## src/rtl/mem_port_arbiter.sv

```systemverilog
// mem_port_arbiter: shares one memory port between fetch and LSU.
// One transaction in flight; LSU favoured, fetch starvation bounded.
module mem_port_arbiter #(
  parameter int ADDR_W   = 32,
  parameter int DATA_W   = 32,
  parameter int MAX_WAIT = 4
) (
  input  logic                clk,
  input  logic                rst,
  input  logic                if_req,
  input  logic [ADDR_W-1:0]   if_addr,
  input  logic                if_flush,
  output logic                if_gnt,
  output logic                if_rvalid,
  output logic [DATA_W-1:0]   if_rdata,
  input  logic                lsu_req,
  input  logic                lsu_we,
  input  logic [ADDR_W-1:0]   lsu_addr,
  input  logic [DATA_W-1:0]   lsu_wdata,
  input  logic [DATA_W/8-1:0] lsu_be,
  output logic                lsu_gnt,
  output logic                lsu_rvalid,
  output logic [DATA_W-1:0]   lsu_rdata,
  output logic                mem_req,
  output logic                mem_we,
  output logic [ADDR_W-1:0]   mem_addr,
  output logic [DATA_W-1:0]   mem_wdata,
  output logic [DATA_W/8-1:0] mem_be,
  input  logic                mem_ready,
  input  logic                mem_rvalid,
  input  logic [DATA_W-1:0]   mem_rdata,
  output logic                busy
);

  localparam int BE_W = DATA_W / 8;
  localparam int CW   = $clog2(MAX_WAIT + 1);
  localparam logic [CW-1:0] WMAX = CW'(MAX_WAIT);

  typedef enum logic {IDLE, RESP} state_t;
  typedef enum logic {OWN_IF, OWN_LSU} owner_t;

  state_t        state;
  state_t        state_nx;
  owner_t        owner;
  logic          drop;
  logic [CW-1:0] wait_cnt;

  logic resp;
  logic issue_ok;
  logic sel_lsu;
  logic any_gnt;

  assign if_rdata  = mem_rdata;
  assign lsu_rdata = mem_rdata;

  // Issue selection, port mux, grants, responses and next state.
  always_comb begin
    resp       = 1'b0;
    issue_ok   = 1'b0;
    sel_lsu    = 1'b0;
    mem_req    = 1'b0;
    mem_we     = 1'b0;
    mem_addr   = if_addr;
    mem_wdata  = '0;
    mem_be     = {BE_W{1'b1}};
    if_gnt     = 1'b0;
    lsu_gnt    = 1'b0;
    if_rvalid  = 1'b0;
    lsu_rvalid = 1'b0;
    any_gnt    = 1'b0;
    state_nx   = state;
    busy       = (state == RESP);

    resp     = rst && (state == RESP) && mem_rvalid;
    issue_ok = rst && ((state == IDLE) || resp);
    sel_lsu  = lsu_req && (!if_req || (wait_cnt != WMAX));
    mem_req  = issue_ok && (if_req || lsu_req);

    if (sel_lsu) begin
      mem_we    = lsu_we;
      mem_addr  = lsu_addr;
      mem_wdata = lsu_wdata;
      mem_be    = lsu_be;
    end

    if_gnt  = mem_req && mem_ready && !sel_lsu;
    lsu_gnt = mem_req && mem_ready && sel_lsu;
    any_gnt = if_gnt || lsu_gnt;

    lsu_rvalid = resp && (owner == OWN_LSU);
    if_rvalid  = resp && (owner == OWN_IF) && !drop && !if_flush;

    if (any_gnt)   state_nx = RESP;
    else if (resp) state_nx = IDLE;
  end

  // FSM state and owner of the outstanding transaction.
  always_ff @(posedge clk or negedge rst) begin
    if (!rst) begin
      state <= IDLE;
      owner <= OWN_IF;
    end else begin
      state <= state_nx;
      if (any_gnt) owner <= sel_lsu ? OWN_LSU : OWN_IF;
    end
  end

  // Remember that the outstanding fetch was overtaken by a branch.
  always_ff @(posedge clk or negedge rst) begin
    if (!rst) begin
      drop <= 1'b0;
    end else if (resp) begin
      drop <= 1'b0;
    end else if (state == RESP && owner == OWN_IF && if_flush) begin
      drop <= 1'b1;
    end
  end

  // Count LSU wins over a waiting fetch, saturating at the limit.
  always_ff @(posedge clk or negedge rst) begin
    if (!rst) begin
      wait_cnt <= '0;
    end else if (if_gnt) begin
      wait_cnt <= '0;
    end else if (lsu_gnt && if_req && wait_cnt != WMAX) begin
      wait_cnt <= wait_cnt + CW'(1);
    end
  end

endmodule
```

## config.mk

```make
export PLATFORM = sky130hd
export DESIGN_NAME = mem_port_arbiter
export DESIGN_NICKNAME = d
export VERILOG_FILES = /design/src/rtl/mem_port_arbiter.sv
export SDC_FILE = /design/constraint.sdc
export NUM_CORES = 1
export LEC_CHECK = 0
export ABC_AREA = 0
export CORE_AREA = 2 2 109 111
export CTS_CLUSTER_DIAMETER = 100
export DETAILED_ROUTE_END_ITERATION = 10
export DIE_AREA = 0 0 111 113
export GPL_TIMING_DRIVEN = 0
export PLACE_DENSITY = 0.59
export SLEW_MARGIN = 0
export SYNTH_ARGS = -nofsm -noshare
export SYNTH_HDL_FRONTEND = slang
export SYNTH_SLANG_ARGS = --single-unit
```

## constraint.sdc

```tcl
create_clock -name clk -period 2.3 [get_ports clk]
set_input_delay 0.575 -clock clk [delete_from_list [all_inputs] [get_ports clk]]
set_output_delay 0.575 -clock clk [all_outputs]
set_load 0.02 [all_outputs]
```

---- Word-level counts from Yosys, hierarchy flattened ----
Index checks and enable logic that the tools add are counted.
word-level totals
  register bits ........................... 6
  input bits .............................. 140
  output and inout port bits .............. 139
cells by class
  add/subtract/negate cells ............... 1
  equality and inequality tests ........... 1
  multiplexer cells ....................... 11
  bitwise operators ....................... 2
  reduce and logical (&&, ||, !) cells .... 27
operator list
  operator                                                       number
  32-bit 2-to-1 mux                                              2
  1-bit logical AND                                              16
  1-bit 2-to-1 mux                                               6
  3-bit 2-to-1 mux                                               2
  2-bit nonzero test                                             3
  1-bit zero test                                                4
  1-bit logical OR                                               4
  4-bit 2-to-1 mux                                               1
  3-bit by 1-bit adder with 3-bit output, second input constant  1
  3-bit inequality test, second input constant                   1
  1-bit NOT                                                      2

---- Longest topological paths before layout ----
Gate-level depths: netlist of run 1.
  word-level depth ........................ 11
  mapped depth ............................ 6
  mapped depth without buffers ............ 5

---- Least setup slack after synthesis of run 1 ----
Ideal clock, no wire load.
  path kind ............................... register -> output
  start ................................... register wait_cnt[0]
  end ..................................... output mem_addr[10]
  arrival ................................. 1.432 ns
  slack ................................... 0.293 ns
  stages on the path, launching flop included .. 7
  buffers on the path ..................... 1
  cell sequence ........................... dfrtp_1 > inv_1 > ha_1 > nand3_2 > nand2_4 > buf_6 > mux2_2
between the ends
  cells in the longest elaborated chain, start to end .. 4
RTL lines
  what                    line  text
  from (decl)             46    logic [CW-1:0] wait_cnt;
  from (signal assigned)  126   wait_cnt <= wait_cnt + CW'(1);
  3-bit inequality test   76    sel_lsu = lsu_req && (!if_req || (wait_cnt != WMAX));
  1-bit logical OR        76
  1-bit logical AND       76
  32-bit 2-to-1 mux       79    if (sel_lsu) begin
  to (decl)               26    output logic [ADDR_W-1:0] mem_addr,
Every way passes these cells.

---- Worst setup path after layout of run 1 ----
  start ................................... register wait_cnt[1]
  end ..................................... output mem_addr[7]
The elaborated chain is that of the path after synthesis.

==> impl_metrics.toml, run 1 <==
[run_status]
status = "finished with violations"
violations = "negative setup slack"

[critical_path]
r2r_start = "wait_cnt[0]"
worstPathRequired_ns = 1.73
cp-end-kind = "primary output"
worstSetupStartpointType = "flip-flop"
crit_start = "wait_cnt[1]"
critPathKind = "reg2out"
cp_max_fo = 7
crit_arrival_ns = 1.79

[clock_network]
cts_tree = "yes"
hold_buffers = 0
path_clk_slew_ns = 0.04
htree_levels = 1
cts.sinks = 6
clock_latency_ns = 0.23
cts_root_buf = "clkbuf_16"
cts_made_buffers = 3
cts_buffer_depth = 2

[final_layout]
area_growth_pct = 187
fin_area_mm2 = 0.00440
final_net_count = 589
n_antenna_cell = 0
layout-drive-gt1-share_pct = 47.9

[synthesis]
ys_warn_count = 0
ys_seq_elements = 6
synth_top_area_share_pct = 31.3
syn_area_mm2 = 0.00153
syn_nets = 323
synth.avg_cell_area_um2 = 8.47
syn_inst = 181
synth_top_area_cell = "buf_4"
yosysMostFrequentCell = "buf_4"
synthTopCellsByArea = "buf_4 (31%), mux2_2 (23%), and3_1 (13%)"
synth_edf_count = 0
synthDistinctLibCells = 29
synth_ff_type = "dfrtp_1"
synth_top_cells_by_count = "buf_4 (64), mux2_2 (32), and3_1 (31)"
synth_seq_area_share_pct = 9.79
async_flop_share_pct = 100

[job]
drv_cap = 0

[power_and_ir_drop]
peakVddDrop_v = 0.000208
powerDensity_mw_per_mm2 = 372
leakage_nw = 2.15

[grt]
grt_pass1_vias = 2465
antenna_found_initial = 0
grt_max_degree = 14
grt_pass1_wl_um = 13300
grt_overflow = 0
track_usage_pct = 13.1

[floorplanning]
ioPinCount = 279
die_w_um = 111
die_y_um = 113
die-area_mm2 = 0.0125
rows = 39
start_util_pct = 13.6
core_mm2 = 0.0113

[timing]
layout_min_cycle_time_ns = 2.36
finalSetupViolations = 21
slew_viol_final = 0
clock_skew_ns = 0.00307
fin_crit_sh_pct = 103
rsz0062_at_grt = "yes"
relSlewSlack_pct = 81.7
max_slew.worst_pin.slew_ns = 0.272
tns_ns = -0.671
hold-worst-slack_ns = 0.314
setup_ws_ns = -0.0623
fmax_mhz = 423
finalHoldViolations = 0

[drt]
drtIter0Drc = 64
avgViaCountPerCell = 3.82
wl_per_cell_um = 15.9
drc_errors = 0
vias = 2245
wirelength_um = 9340
drt_first_pass_iters = 4
antenna_left = 0

[placed_design]
globalplace.congestion = 0.769
place_area_mm2 = 0.00418
dpl.hpwl_um = 7790
port-buffer-count = 246

[worst_hold_path]
hp-class = "in2async"
==> what timing repair did <==
| item | CTS | global route |
|---|---|---|
| buffers inserted | 8 | 6 |
| cloned | 1 | 0 |
| resized for setup | 342 | 55 |
| pin swaps | 3 | 2 |
| setup endpoints to repair | 74 | 53 |
==> routing by layer <==
metal	global-route usage, %	vias to the layer above	share of wire [%]
met3	3.05	2	8.6
met2	24.4	164	50
met1	16.1	986	41
li1	-	1093	-
met4	1.00	0	0.13
met5	0	-	0
==> critical path: stages, from the launching register on <==
cell     delay [ns]
dfrtp_1        0.37
inv_2          0.09
ha_4           0.16
nand3_4        0.12
nand2_8        0.14
buf_8          0.14
buf_12         0.11
mux2_4         0.31
buf_6          0.13
==> sequential cells by signal, summed over array words and instances, names as in the netlist <==
signal    count
busy          1
wait_cnt      3
owner         1
drop          1
==> cells by family after synthesis <==
group	share of synthesized area [%]
fa+ha+maj	1.63
mux	24.8
flops	9.79
buf+inv	36.5
compound gates	5.30
simple gates	22.0
==> layout by cell type, fill, tap and decap left out, types with 2 or more instances in the layout <==
cell type,instances
clkdlybuf4s50_1,167
buf_4,77
buf_2,39
and3_1,30
buf_6,29
mux2_4,18
mux2_2,14
dfrtp_1,6
nand2b_1,5
clkbuf_2,5
buf_8,4
clkdlybuf4s15_2,4
dlygate4sd2_1,4
and3_2,3
clkbuf_16,3
inv_2,2
and2_4,2
and2_1,2
mux2i_1,2
nand2_1,2
dlymetal6s2s_1,2
buf_12,2
==> layout make-up <==
type	count	area, um^2
repair buffers	261	2470
fillers	1144	6880
inverters	3	11.3
plain buffers	74	569
multi-input cells	98	943
clock buffers	3	75.1
flip-flops and latches	6	150
well taps	143	179
==> metrics by stage <==
step	cells	utilization [%]	total power [mW]	setup slack [ns]
after floorplan	181	-	0.680	0.293
after global placement	570	37.0	1.23	-1.01
after detailed placement	570	37.0	1.24	-1.02
after CTS	582	37.3	1.56	-0.0985
after global routing	588	39.0	1.72	-0.120
final	588	39.0	1.64	-0.0623
==> power by group <==
part | internal [mW] | switching (mW) | leakage (nW)
clock | 0.223 | 0.0566 | 0.0370
combinational | 0.692 | 0.499 | 2.04
sequential | 0.136 | 0.0300 | 0.0739
total | 1.05 | 0.586 | 2.15
==> worst paths after layout <==
check	endpoint	slack [ns]	depth (start not counted)
min reg2reg	owner	0.60	1
max	mem_addr[7]	-0.06	8
max reg2reg	wait_cnt[0]	1.01	5
min in group clk	owner	0.60	1
min	wait_cnt[2]	0.31	1
max in group asynchronous	busy	1.77	1
Power figures use the tool's default switching activity.
==> run 2, diff against run 1 <==
Settings changed: CAP_MARGIN from default to 0.
==> results of run 2 <==
Final layout, timing and power as in run 1 (identical DEF).
